$ cat config.mk
export PLATFORM = sky130hd
export DESIGN_NAME = dll_rst_seq
export DESIGN_NICKNAME = d
export VERILOG_FILES = /design/src/rtl/dll_rst_seq_pkg.sv /design/src/rtl/dll_rst_seq_sync.sv /design/src/rtl/dll_rst_seq.sv
export SDC_FILE = /design/constraint.sdc
export NUM_CORES = 1
export LEC_CHECK = 0
export BUFFER_PORTS_ARGS = -buffer_cell sky130_fd_sc_hd__buf_4
export CAP_MARGIN = 5
export CORE_AREA = 2 2 64 97
export CTS_BUF_LIST = sky130_fd_sc_hd__clkbuf_8
export DETAILED_ROUTE_END_ITERATION = 10
export DIE_AREA = 0 0 66 99
export PLACE_DENSITY = 0.49
export SYNTH_ARGS = -nofsm -noshare
export SYNTH_HDL_FRONTEND = slang
export SYNTH_SLANG_ARGS = --single-unit
$ cat constraint.sdc
create_clock -name CLK -period 4.05 [get_ports CLK]
set_input_delay 0.81 -clock CLK [delete_from_list [all_inputs] [get_ports CLK]]
set_output_delay 0.81 -clock CLK [all_outputs]
set_load 0.005 [all_outputs]
$ cat src/rtl/dll_rst_seq_pkg.sv
// Shared types and sizing helpers for the DLL reset/lock sequencer.
package dll_rst_seq_pkg;

  typedef enum logic [2:0] {
    S_DLLRST,
    S_WAIT,
    S_STABLE,
    S_RUN,
    S_FAIL
  } state_t;

  localparam int RETRY_W = 8;
  localparam int LOSS_W  = 8;

  // One counter serves every timed state, so it is sized for the longest one.
  function automatic int cntWidth(input int a, input int b, input int c);
    int m;
    m = a;
    if (b > m) m = b;
    if (c > m) m = c;
    return (m < 2) ? 1 : $clog2(m);
  endfunction

endpackage

$ cat src/rtl/dll_rst_seq_sync.sv
// Two-flop synchronizer for asynchronous status bits such as the DLL LOCKED pin.
module dll_lock_sync (
  input  logic clk_i,
  input  logic rst_ni,
  input  logic async_i,
  output logic sync_o
);

  logic meta_q;
  logic sync_q;

  always_ff @(posedge clk_i or negedge rst_ni) begin
    if (!rst_ni) begin
      meta_q <= 1'b0;
      sync_q <= 1'b0;
    end else begin
      meta_q <= async_i;
      sync_q <= meta_q;
    end
  end

  assign sync_o = sync_q;

endmodule

$ cat src/rtl/dll_rst_seq.sv
// DLL reset/lock sequencer clocked from the free-running pre-DLL reference clock.
// Define DLL_RST_SEQ_LOSS_CNT_EN to add the LOSS_CNT lock-loss counter output.
module dll_rst_seq
  import dll_rst_seq_pkg::*;
#(
  parameter int RST_PULSE     = 3,
  parameter int LOCK_TIMEOUT  = 65535,
  parameter int STABLE_CYCLES = 256,
  parameter int MAX_RETRY     = 4
) (
  input  logic               CLK,
  input  logic               RST_N,
  input  logic               LOCKED,
  output logic               DLL_RST,
  output logic               SYS_RST_N,
  output logic               READY,
  output logic               FAIL,
  output logic [RETRY_W-1:0] RETRY_CNT
`ifdef DLL_RST_SEQ_LOSS_CNT_EN
  ,
  output logic [LOSS_W-1:0]  LOSS_CNT
`endif
);

  localparam int CNT_W = cntWidth(RST_PULSE, LOCK_TIMEOUT, STABLE_CYCLES);

  state_t             state_q, state_d;
  logic [CNT_W-1:0]   cnt_q, cnt_d;
  logic [RETRY_W-1:0] retry_q, retry_d, retryInc;
  logic               dllRst_q, dllRst_d;
  logic               sysRstN_q, sysRstN_d;
  logic               ready_q, ready_d;
  logic               fail_q, fail_d;
  logic               lockS;

  dll_lock_sync u_lock_sync (
    .clk_i   (CLK),
    .rst_ni  (RST_N),
    .async_i (LOCKED),
    .sync_o  (lockS)
  );

  assign retryInc = (retry_q == '1) ? retry_q : retry_q + RETRY_W'(1);

  always_comb begin
    state_d = state_q;
    cnt_d   = cnt_q + CNT_W'(1);
    retry_d = retry_q;
    case (state_q)
      S_DLLRST: begin
        if (cnt_q == CNT_W'(RST_PULSE - 1)) state_d = S_WAIT;
      end
      S_WAIT: begin
        // A lock seen on the final wait cycle takes priority over the retry.
        if (lockS) begin
          state_d = S_STABLE;
        end else if (cnt_q == CNT_W'(LOCK_TIMEOUT - 1)) begin
          retry_d = retryInc;
          if ((MAX_RETRY != 0) && (int'(retryInc) >= MAX_RETRY)) state_d = S_FAIL;
          else                                                   state_d = S_DLLRST;
        end
      end
      S_STABLE: begin
        if (!lockS)                                     state_d = S_WAIT;
        else if (cnt_q == CNT_W'(STABLE_CYCLES - 1))    state_d = S_RUN;
      end
      S_RUN: begin
        if (!lockS) state_d = S_DLLRST;
      end
      S_FAIL:  state_d = S_FAIL;
      default: state_d = S_DLLRST;
    endcase
    if (state_d != state_q) cnt_d = '0;
    if ((state_d == S_RUN) && (state_q != S_RUN)) retry_d = '0;
    // Outputs are registered copies of what the next state implies.
    dllRst_d  = (state_d == S_DLLRST) || (state_d == S_FAIL);
    sysRstN_d = (state_d == S_RUN);
    ready_d   = (state_d == S_RUN);
    fail_d    = (state_d == S_FAIL);
  end

  always_ff @(posedge CLK or negedge RST_N) begin
    if (!RST_N) begin
      state_q   <= S_DLLRST;
      cnt_q     <= '0;
      retry_q   <= '0;
      dllRst_q  <= 1'b1;
      sysRstN_q <= 1'b0;
      ready_q   <= 1'b0;
      fail_q    <= 1'b0;
    end else begin
      state_q   <= state_d;
      cnt_q     <= cnt_d;
      retry_q   <= retry_d;
      dllRst_q  <= dllRst_d;
      sysRstN_q <= sysRstN_d;
      ready_q   <= ready_d;
      fail_q    <= fail_d;
    end
  end

  assign DLL_RST   = dllRst_q;
  assign SYS_RST_N = sysRstN_q;
  assign READY     = ready_q;
  assign FAIL      = fail_q;
  assign RETRY_CNT = retry_q;

`ifdef DLL_RST_SEQ_LOSS_CNT_EN
  logic [LOSS_W-1:0] lossCnt_q, lossCnt_d;

  // Counts every lock loss seen while running; survives re-entry to RUN.
  always_comb begin
    lossCnt_d = lossCnt_q;
    if ((state_q == S_RUN) && (state_d == S_DLLRST) && (lossCnt_q != '1))
      lossCnt_d = lossCnt_q + LOSS_W'(1);
  end

  always_ff @(posedge CLK or negedge RST_N) begin
    if (!RST_N) lossCnt_q <= '0;
    else        lossCnt_q <= lossCnt_d;
  end

  assign LOSS_CNT = lossCnt_q;
`endif

endmodule
==> results of run 1 <==
==> layer usage <==
metal / wire length (um) / part of all wire / GRT usage
met5: 0 / 0 / 0
met4: 79 / 0.022 / 0.05181
met3: 88 / 0.025 / 0.02397
met2: 1917 / 0.54 / 0.2246
met1: 1438 / 0.41 / 0.1322
==> how the worst min path moves through the flow <==
stage	startpoint	slack [ns]	end	depth (start not counted)
5_1_grt	u_lock_sync.meta_q$_DFF_PN0_	0.37	u_lock_sync.sync_o$_DFF_PN0_	0
4_1_cts	u_lock_sync.meta_q$_DFF_PN0_	0.36	u_lock_sync.sync_o$_DFF_PN0_	0
6_report	u_lock_sync.meta_q$_DFF_PN0_	0.36	u_lock_sync.sync_o$_DFF_PN0_	0
3_5_place_dp	u_lock_sync.meta_q$_DFF_PN0_	0.34	u_lock_sync.sync_o$_DFF_PN0_	0
2_1_floorplan	u_lock_sync.meta_q$_DFF_PN0_	0.33	u_lock_sync.sync_o$_DFF_PN0_	0
3_3_place_gp	u_lock_sync.meta_q$_DFF_PN0_	0.33	u_lock_sync.sync_o$_DFF_PN0_	0
==> cell usage in the layout, fill, tap and decap left out, drive strengths merged, types with 2 or more instances in the layout <==
cell | Yosys | final
or2 | 3 | 3
nor4 | 5 | 5
nor2 | 34 | 34
a21oi | 4 | 4
nor2b | 2 | 2
nand3 | 8 | 8
inv | 4 | 4
nand2 | 13 | 13
clkbuf | 2 | 5
o21ai | 4 | 4
xor2 | 12 | 12
and4 | 4 | 4
ha | 3 | 3
or4 | 2 | 2
mux2i | 2 | 2
dfrtp | 31 | 31
a41o | 2 | 2
nor3 | 4 | 4
xnor2 | 4 | 4
nand4 | 10 | 10
buf | 3 | 15
a31oi | 2 | 2
==> cells by family (layout without fill, tap and decap cells) <==
| group | after synthesis | count (layout) | share of synthesized area |
|---|---|---|---|
| AO/OA/AOI/OAI | 18 | 18 | 0.08503 |
| XOR/XNOR | 16 | 16 | 0.08427 |
| adder cells (fa/ha/maj) | 3 | 3 | 0.02258 |
| buffers and inverters | 9 | 27 | 0.02784 |
| flip-flops | 32 | 32 | 0.4823 |
| multiplexers | 2 | 2 | 0.01204 |
| AND/OR/NAND/NOR | 91 | 91 | 0.2859 |
==> metrics by stage <==
| stage | hold slack [ns] | utilization | cell area [um^2] |
|---|---|---|---|
| 2_1_floorplan | 0.3312 | - | 1663 |
| 3_3_place_gp | 0.3317 | 0.3218 | 1834 |
| 3_5_place_dp | 0.3420 | 0.3218 | 1834 |
| 4_1_cts | 0.3591 | 0.3413 | 1946 |
| 5_1_grt | 0.3725 | 0.3413 | 1946 |
| 6_report | 0.3554 | 0.3413 | 1946 |
==> state kept, by name, summed over array words and instances, names as in the netlist <==
signal / flops
cnt_q: 16
RETRY_CNT: 8
state_q: 3
READY: 1
u_lock_sync.sync_o: 1
DLL_RST: 1
u_lock_sync.meta_q: 1
FAIL: 1
==> layout make-up <==
type	instances	area, um^2	share of cell area
clock buffers	5	68.82	0.03537
inverters	4	15.01	0.007717
flip-flops and latches	32	802.0	0.4122
multi-input cells	130	814.5	0.4186
well taps	72	90.09	0.04630
clock inverters	3	42.54	0.02186
repair buffers	15	112.6	0.05788
==> where the power goes <==
group | internal, mW | switching, mW
clock network | 0.182 | 0.120
registers | 0.353 | 0.0322
logic | 0.0576 | 0.0988
==> worst max-delay path: stages, from the launching register on <==
cell and delay [ns]:
dfrtp_1 0.42, ha_1 0.26, nand3_1 0.17, or2_2 0.21, a32oi_1 0.11, a2111oi_0 0.71, o21ai_0 0.18
==> results.ini, run 1 <==
[timing]
worstMarginPinSlew_ns = 0.7583
setup_violations = 0
fmax_mhz = 453.2
rsz0062_at_grt = false
setup_tns_ns = 0
slew_headroom = 0.4814
post-route-period-util = 0.5448
fin_crit_ns = 2.207
hold_violations = 0
drv_slew = 0
setup_ws_ns = 1.843
clock_skew_ns = 0.003064

[global_routing]
grt_use_total = 0.1222
grt_first_pass_wirelength_mm = 6.175
grt_pass1_vias = 1310
grt-ovfl-total = 0
grt_max_degree = 33
antenna_found_initial = 0

[cts]
tritoncts = built
cts_resized = 0
cts-root-buf = clkbuf_8
cts_buffers = 5
clk_pin_slew_worst_paths_ns = 0.07
cts_hold_buf = 0
clkLatencyLatePin_ns = 0.28
cts.sinks = 32
clock_path_buffers = 2
post_cts_buffers = 0
cts_max_level = 2

[place]
io_buffer_count = 14
gp_congestion = 0.7222
dp_slack_ns = 1.847
hpwl_mm = 2.556
placed_cells = 253

[floorplanning]
core_area_um2 = 5700
die_w_um = 66
die_height_um = 99
rows = 34
ios = 15
floorplan.initialDensity = 0.2917
die_area_um2 = 6534

[detailed_routing]
drt_first_pass_iters = 4
avgRoutedWirePerCell_um = 13.50
viasPerCell = 4.927
drt-total-wl_mm = 3.523
drc = 0
vias = 1286
antenna_left = 0
drtIter0Drc = 71

[worst_setup_path]
cp.arrival_ns = 2.34
cp_max_fo = 5
cp-endpoint = state_q[2]$_DFF_PN0_
cp_data_required_time_ns = 4.18
start_kind = register
reg2reg_depth = 6
r2r-end = state_q[2]$_DFF_PN0_
end_kind = register
r2r-start = RETRY_CNT[0]$_DFFE_PN0P_
rrSetupSlack_ns = 1.84
critPathKind = reg -> reg
startpoint = RETRY_CNT[0]$_DFFE_PN0P_

[yosys]
postSynthNetCount = 177
seq_area_frac_synth = 0.4823
yosys_warnings = 0
synth_area_leaders = dfrtp_1 47%, nor2_1 7.7%, xor2_1 6.3%, nand4_1 3.8%, nand2_1 2.9%
synthArstFlopShare = 1.000
synth_top_area_frac = 0.4665
synth_common_cells = 34 x nor2_1, 31 x dfrtp_1, 13 x nand2_1
ys_types = 41
synth_edf_count = 0
ys.flop_type = dfrtp_1
synth_seq_cells = 32
syn_area_um2 = 1663
synth_top_area_cell = dfrtp_1
syn_inst = 171
yosysMostFrequentCell = nor2_1
syn_avg_cell_area_um2 = 9.724

[power]
peakVddDrop_mv = 0.1737
powerDensity_nw_per_um2 = 433.8
leakage_nw = 0.8537
total_power_uw = 843.9

[final_layout]
drive_gt1_frac = 0.1693
n_antenna_cell = 0
area_growth_pct = 17.01
n_fill_cell = 612
nNetsFinal = 194
fin_cells = 261

[hold_path]
holdCritPathClass = reg -> reg

[outcome]
status = finished clean

[flow_run]
maxCapViolations = 0

Note: power is estimated with default switching activity, not from simulation.
==> inputs of run 2 (changes only) <==
==> constraint.sdc (replaced) <==
create_clock -name CLK -period 2.26 [get_ports CLK]
set_input_delay 0.452 -clock CLK [delete_from_list [all_inputs] [get_ports CLK]]
set_output_delay 0.452 -clock CLK [all_outputs]
set_load 0.005 [all_outputs]
==> results.ini, run 2 (same netlist as run 1, synthesis figures left out) <==
[outcome]
status = finished clean  ; unchanged

[detailed_routing]
drt-total-wl_mm = 3.494  ; was 3.523 mm
avgRoutedWirePerCell_um = 13.23  ; was 13.50 um
antenna_left = 0  ; unchanged
viasPerCell = 4.947  ; was 4.927
drtIter0Drc = 41  ; was 71
drt_first_pass_iters = 6  ; was 4
drc = 0  ; unchanged
vias = 1306  ; was 1286

[power]
total_power_mw = 1.578  ; was 843.9 uW
powerDensity_nw_per_um2 = 793.6  ; was 433.8 nW/um^2
leakage_nw = 0.8742  ; was 0.8537 nW
peakVddDrop_mv = 0.3301  ; was 0.1737 mV

[timing]
clock_skew_ns = 0.004793  ; was 0.003064 ns
fin_crit_ns = 2.095  ; was 2.207 ns
slew_headroom = 0.6458  ; was 0.4814
rsz0062_at_grt = false  ; unchanged
setup_violations = 0  ; unchanged
post-route-period-util = 0.9268  ; was 0.5448
fmax_mhz = 477.4  ; was 453.2 MHz
worstMarginPinSlew_ns = 0.5179  ; was 0.7583 ns
hold_violations = 0  ; unchanged
drv_slew = 0  ; unchanged
setup_tns_ns = 0  ; unchanged

[floorplanning]
floorplan.initialDensity = 0.2917  ; unchanged
die_height_um = 99  ; unchanged
core_area_um2 = 5700  ; unchanged
ios = 15  ; unchanged
rows = 34  ; unchanged
die_area_um2 = 6534  ; unchanged
die_w_um = 66  ; unchanged

[worst_setup_path]
r2r-start = RETRY_CNT[0]$_DFFE_PN0P_  ; unchanged
path_cells = ha_1 > nand3_1 > or2_2 > a32oi_1 > a2111oi_0 > buf_4 > o21ai_0  ; was ha_1 > nand3_1 > or2_2 > a32oi_1 > a2111oi_0 > o21ai_0
start_kind = register  ; unchanged
cpPeakStageDelay_ns = 0.53  ; was 0.71 ns
cp_top_family = compound AO/OA/AOI/OAI gates  ; unchanged
critPathKind = reg -> reg  ; unchanged
crit_buf_inv = 1  ; was 0
cp_data_required_time_ns = 2.43  ; was 4.18 ns
rrSetupSlack_ns = 0.17  ; was 1.84 ns
cp.arrival_ns = 2.26  ; was 2.34 ns
cp_max_fo = 5  ; unchanged
end_kind = register  ; unchanged
startpoint = RETRY_CNT[0]$_DFFE_PN0P_  ; unchanged
cp_slowest_cell = a2111oi_0  ; unchanged

[flow_run]
maxCapViolations = 0  ; unchanged

[final_layout]
top_register = cnt_q  ; unchanged
drive_gt1_frac = 0.1823  ; was 0.1693
n_fill_cell = 606  ; was 612
nNetsFinal = 197  ; was 194
layout_commonest_cell = nor2_1  ; unchanged
layout_common_cells = 34 x nor2_1, 31 x dfrtp_1, 17 x buf_4  ; was 34 x nor2_1, 31 x dfrtp_1, 15 x buf_4
final_core_util = 0.3488  ; was 0.3413
largest_reg_flops = 16  ; unchanged
area_growth_pct = 19.56  ; was 17.01%
fin_cells = 264  ; was 261
n_antenna_cell = 0  ; unchanged

[global_routing]
grt_max_degree = 33  ; unchanged
grt_first_pass_wirelength_mm = 5.940  ; was 6.175 mm
grt_use_total = 0.1189  ; was 0.1222
grt-ovfl-total = 0  ; unchanged
grt_pass1_vias = 1306  ; was 1310
antenna_found_initial = 0  ; unchanged

[cts]
post_cts_buffers = 0  ; unchanged
clock_path_buffers = 2  ; unchanged
tritoncts = built  ; unchanged
clk_pin_slew_worst_paths_ns = 0.07  ; about the same
cts_buffers = 5  ; unchanged
cts.sinks = 32  ; unchanged
clkLatencyLatePin_ns = 0.29  ; was 0.28 ns
cts-root-buf = clkbuf_8  ; unchanged
cts_max_level = 2  ; unchanged

[place]
hpwl_mm = 2.565  ; was 2.556 mm
io_buffer_count = 14  ; unchanged
placed_cells = 256  ; was 253
gp_congestion = 0.7389  ; was 0.7222

[hold_path]
holdCritPathClass = in -> async  ; was reg -> reg

==> run 2: cell count changes in the layout (fill, tap and decap cells not counted) <==
cell      before  now
buf_4         15   17
a21boi_2       1    0
a21boi_4       0    1
buf_12         0    1
==> run 2: path summary, 6_finish.rpt <==
check	endpoint	cells past startpoint
min	READY$_DFF_PN0_	1
min reg2reg	u_lock_sync.sync_o$_DFF_PN0_	0
max reg2reg	state_q[2]$_DFF_PN0_	7
max	state_q[2]$_DFF_PN0_	7
max in group asynchronous	DLL_RST$_DFF_PN1_	1
min in group CLK	u_lock_sync.meta_q$_DFF_PN0_	1
==> run 2: stage by stage <==
| step | hold slack (ns) | setup WS, ns | cell area, um^2 |
|---|---|---|---|
| floorplan | 0.1564 | 0.3500 | 1663 |
| global placement | 0.3321 | 0.1148 | 1869 |
| detailed placement | 0.3364 | 0.1178 | 1869 |
| CTS | 0.1037 | 0.08738 | 1981 |
| global route | 0.1260 | 0.004544 | 1988 |
| finish | 0.09923 | 0.1654 | 1988 |
==> run 2: cell type report <==
| class | instances | area [um^2] | area share |
|---|---|---|---|
| flip-flops and latches | 32 | 802.0 | 0.4034 |
| well taps | 72 | 90.09 | 0.04531 |
| clock buffers | 5 | 68.82 | 0.03461 |
| repair buffers | 18 | 147.6 | 0.07426 |
| multi-input cells | 130 | 822.0 | 0.4135 |
| inverters | 4 | 15.01 | 0.007552 |
| clock inverters | 3 | 42.54 | 0.02140 |
==> run 2: worst register-to-register path: cells and delay by family, from the launching register on <==
family	cells	cell delay, ns
AO/OA/AOI/OAI	3	0.72
flip-flops	1	0.43
AND/OR/NAND/NOR	2	0.38
adder cells (fa/ha/maj)	1	0.26
buffers and inverters	1	0.20
==> run 2: repair_timing <==
action                                  CTS  global route
hold endpoints to repair                  0             0
endpoints found under the setup margin    0             1
hold buffers                              0             0
gates resized for setup                   0             1
==> run 2: per-layer routing <==
layer | up-vias | track usage | routed length, um
met3 | 6 | 0.02397 | 88
met1 | 637 | 0.1206 | 1361
met5 | - | 0 | 0
li1 | 642 | - | -
met4 | 0 | 0.06750 | 89
met2 | 21 | 0.2183 | 1956
==> run 2: power by group <==
part	total (mW)	switching (mW)	internal [mW]
Combinational	0.349	0.195	0.154
Sequential	0.687	0.0529	0.634
Clock	0.542	0.216	0.326
==> inputs of run 3 (changes only) <==
==> constraint.sdc (replaced) <==
create_clock -name CLK -period 2 [get_ports CLK]
set_input_delay 0.1 -clock CLK [delete_from_list [all_inputs] [get_ports CLK]]
set_output_delay 0.1 -clock CLK [all_outputs]
set_load 0.005 [all_outputs]
==> results.ini, run 3 (same netlist as run 1, synthesis figures left out) <==
[outcome]
status = finished clean  ; unchanged

[hold_path]
holdCritPathClass = in -> async  ; unchanged

[global_routing]
grt_pass1_vias = 1345  ; was 1306
antenna_found_initial = 0  ; unchanged
grt_max_degree = 33  ; unchanged
grt_first_pass_wirelength_mm = 6.237  ; was 5.940 mm
grt_use_total = 0.1248  ; was 0.1189
grt-ovfl-total = 0  ; unchanged

[final_layout]
top_register = cnt_q  ; unchanged
nNetsFinal = 214  ; was 197
layout_commonest_cell = nor2_1  ; unchanged
n_antenna_cell = 0  ; unchanged
layout_common_cells = 34 x nor2_1, 32 x buf_4, 31 x dfrtp_1  ; was 34 x nor2_1, 31 x dfrtp_1, 17 x buf_4
drive_gt1_frac = 0.2536  ; was 0.1823
largest_reg_flops = 16  ; unchanged
finalInstanceArea_um2 = 2126  ; was 1988 um^2
fin_cells = 281  ; was 264
area_growth_pct = 27.84  ; was 19.56%

[cts]
tritoncts = built  ; unchanged
cts.sinks = 32  ; unchanged
cts_max_level = 2  ; unchanged
clock_path_buffers = 2  ; unchanged
cts-root-buf = clkbuf_8  ; unchanged
clk_pin_slew_worst_paths_ns = 0.07  ; about the same
cts_buffers = 5  ; unchanged
post_cts_buffers = 0  ; unchanged
clkLatencyLatePin_ns = 0.28  ; was 0.29 ns

[timing]
rsz0062_at_grt = false  ; unchanged
hold_violations = 0  ; unchanged
fmax_mhz = 525.1  ; was 477.4 MHz
worstMarginPinSlew_ns = 0.4195  ; was 0.5179 ns
drv_slew = 0  ; unchanged
setup_violations = 0  ; unchanged
slew_headroom = 0.7203  ; was 0.6458
post-route-period-util = 0.9522  ; was 0.9268
fin_crit_ns = 1.904  ; was 2.095 ns
clock_skew_ns = 0.003024  ; was 0.004793 ns

[detailed_routing]
avgRoutedWirePerCell_um = 13.26  ; was 13.23 um
drt-total-wl_mm = 3.726  ; was 3.494 mm
viasPerCell = 4.900  ; was 4.947
drc = 0  ; unchanged
drtIter0Drc = 41  ; unchanged
drt_first_pass_iters = 6  ; unchanged
vias = 1377  ; was 1306
antenna_left = 0  ; unchanged

[floorplanning]
ios = 15  ; unchanged
die_w_um = 66  ; unchanged
floorplan.initialDensity = 0.2917  ; unchanged
die_height_um = 99  ; unchanged
die_area_um2 = 6534  ; unchanged
rows = 34  ; unchanged
core_area_um2 = 5700  ; unchanged

[power]
peakVddDrop_mv = 0.3513  ; was 0.3301 mV
leakage_nw = 0.9553  ; was 0.8742 nW
total_power_mw = 1.823  ; was 1.578 mW
powerDensity_nw_per_um2 = 857.7  ; was 793.6 nW/um^2

[flow_run]
maxCapViolations = 0  ; unchanged

[place]
hpwl_mm = 2.741  ; was 2.565 mm
place_area_um2 = 1982  ; was 1869 um^2
io_buffer_count = 14  ; unchanged
placed_cells = 271  ; was 256
gp_congestion = 0.7275  ; was 0.7389

[worst_setup_path]
critPathKind = reg -> reg  ; unchanged
cp_max_fo = 8  ; was 5
end_kind = register  ; unchanged
cp_data_required_time_ns = 2.18  ; was 2.43 ns
start_kind = register  ; unchanged
cp.arrival_ns = 2.08  ; was 2.26 ns

run 3: final timing paths:
| path | startpoint | end | slack, ns | cells past startpoint |
|---|---|---|---|---|
| min in group CLK | u_lock_sync.meta_q$_DFF_PN0_ | u_lock_sync.sync_o$_DFF_PN0_ | 0.37 | 0 |
| max in group asynchronous | RST_N | DLL_RST$_DFF_PN1_ | 1.39 | 2 |
| setup / recovery | cnt_q[15]$_DFF_PN0_ | RETRY_CNT[5]$_DFFE_PN0P_ | 0.1 | 6 |
| hold reg to reg | u_lock_sync.meta_q$_DFF_PN0_ | u_lock_sync.sync_o$_DFF_PN0_ | 0.37 | 0 |
| hold / removal | RST_N | cnt_q[7]$_DFF_PN0_ | 0.29 | 2 |
| setup reg to reg | cnt_q[15]$_DFF_PN0_ | RETRY_CNT[5]$_DFFE_PN0P_ | 0.1 | 6 |
run 3: critical path: stages (launching register included):
cell	delay, ns
dfrtp_1	0.43
or4_4	0.53
nor4_4	0.30
o211ai_1	0.16
a21boi_2	0.14
buf_4	0.17
nor3_1	0.06
run 3: timing repair:
item                                    CTS  global route
endpoints found under the hold margin    32             0
pin swaps                                 0             1
endpoints found under the setup margin    2            19
gates resized for setup                   1             3
hold buffers                              2             0
cloned                                    0             0
run 3: routing by layer:
layer,part of all wire,vias to the layer above,wire [um],track usage
met3,0.027,5,100,0.02397
li1,-,680,-,-
met2,0.56,24,2087,0.2339
met5,0,-,0,0
met4,0.016,0,59,0.05181
met1,0.40,668,1478,0.1316
run 3: final cells by class:
class / instances / area [um^2]
timing repair buffer: 35 / 280.3
multi-input combinational: 130 / 827.0
sequential: 32 / 802.0
inverter: 4 / 15.01
clock inverter: 3 / 42.54
clock buffer: 5 / 68.82
fill: 602 / 3575
tap: 72 / 90.09
run 3: stage by stage:
stage | TNS, ns | setup WS [ns] | hold slack, ns | util
2_1_floorplan | 0 | 0.09004 | -0.1956 | -
3_3_place_gp | -0.1353 | -0.07084 | 0.07134 | 0.3477
3_5_place_dp | -0.07340 | -0.04821 | 0.07070 | 0.3477
4_1_cts | 0 | 0.02365 | 0.2996 | 0.3709
5_1_grt | 0 | 0.003800 | 0.3283 | 0.3729
6_report | 0 | 0.09550 | 0.2882 | 0.3729
run 3: where the power goes:
group	total [mW]	switching [mW]	internal [mW]
Sequential	0.763	0.0471	0.715
Clock	0.625	0.257	0.369
Combinational	0.436	0.234	0.202
Total	1.82	0.538	1.29
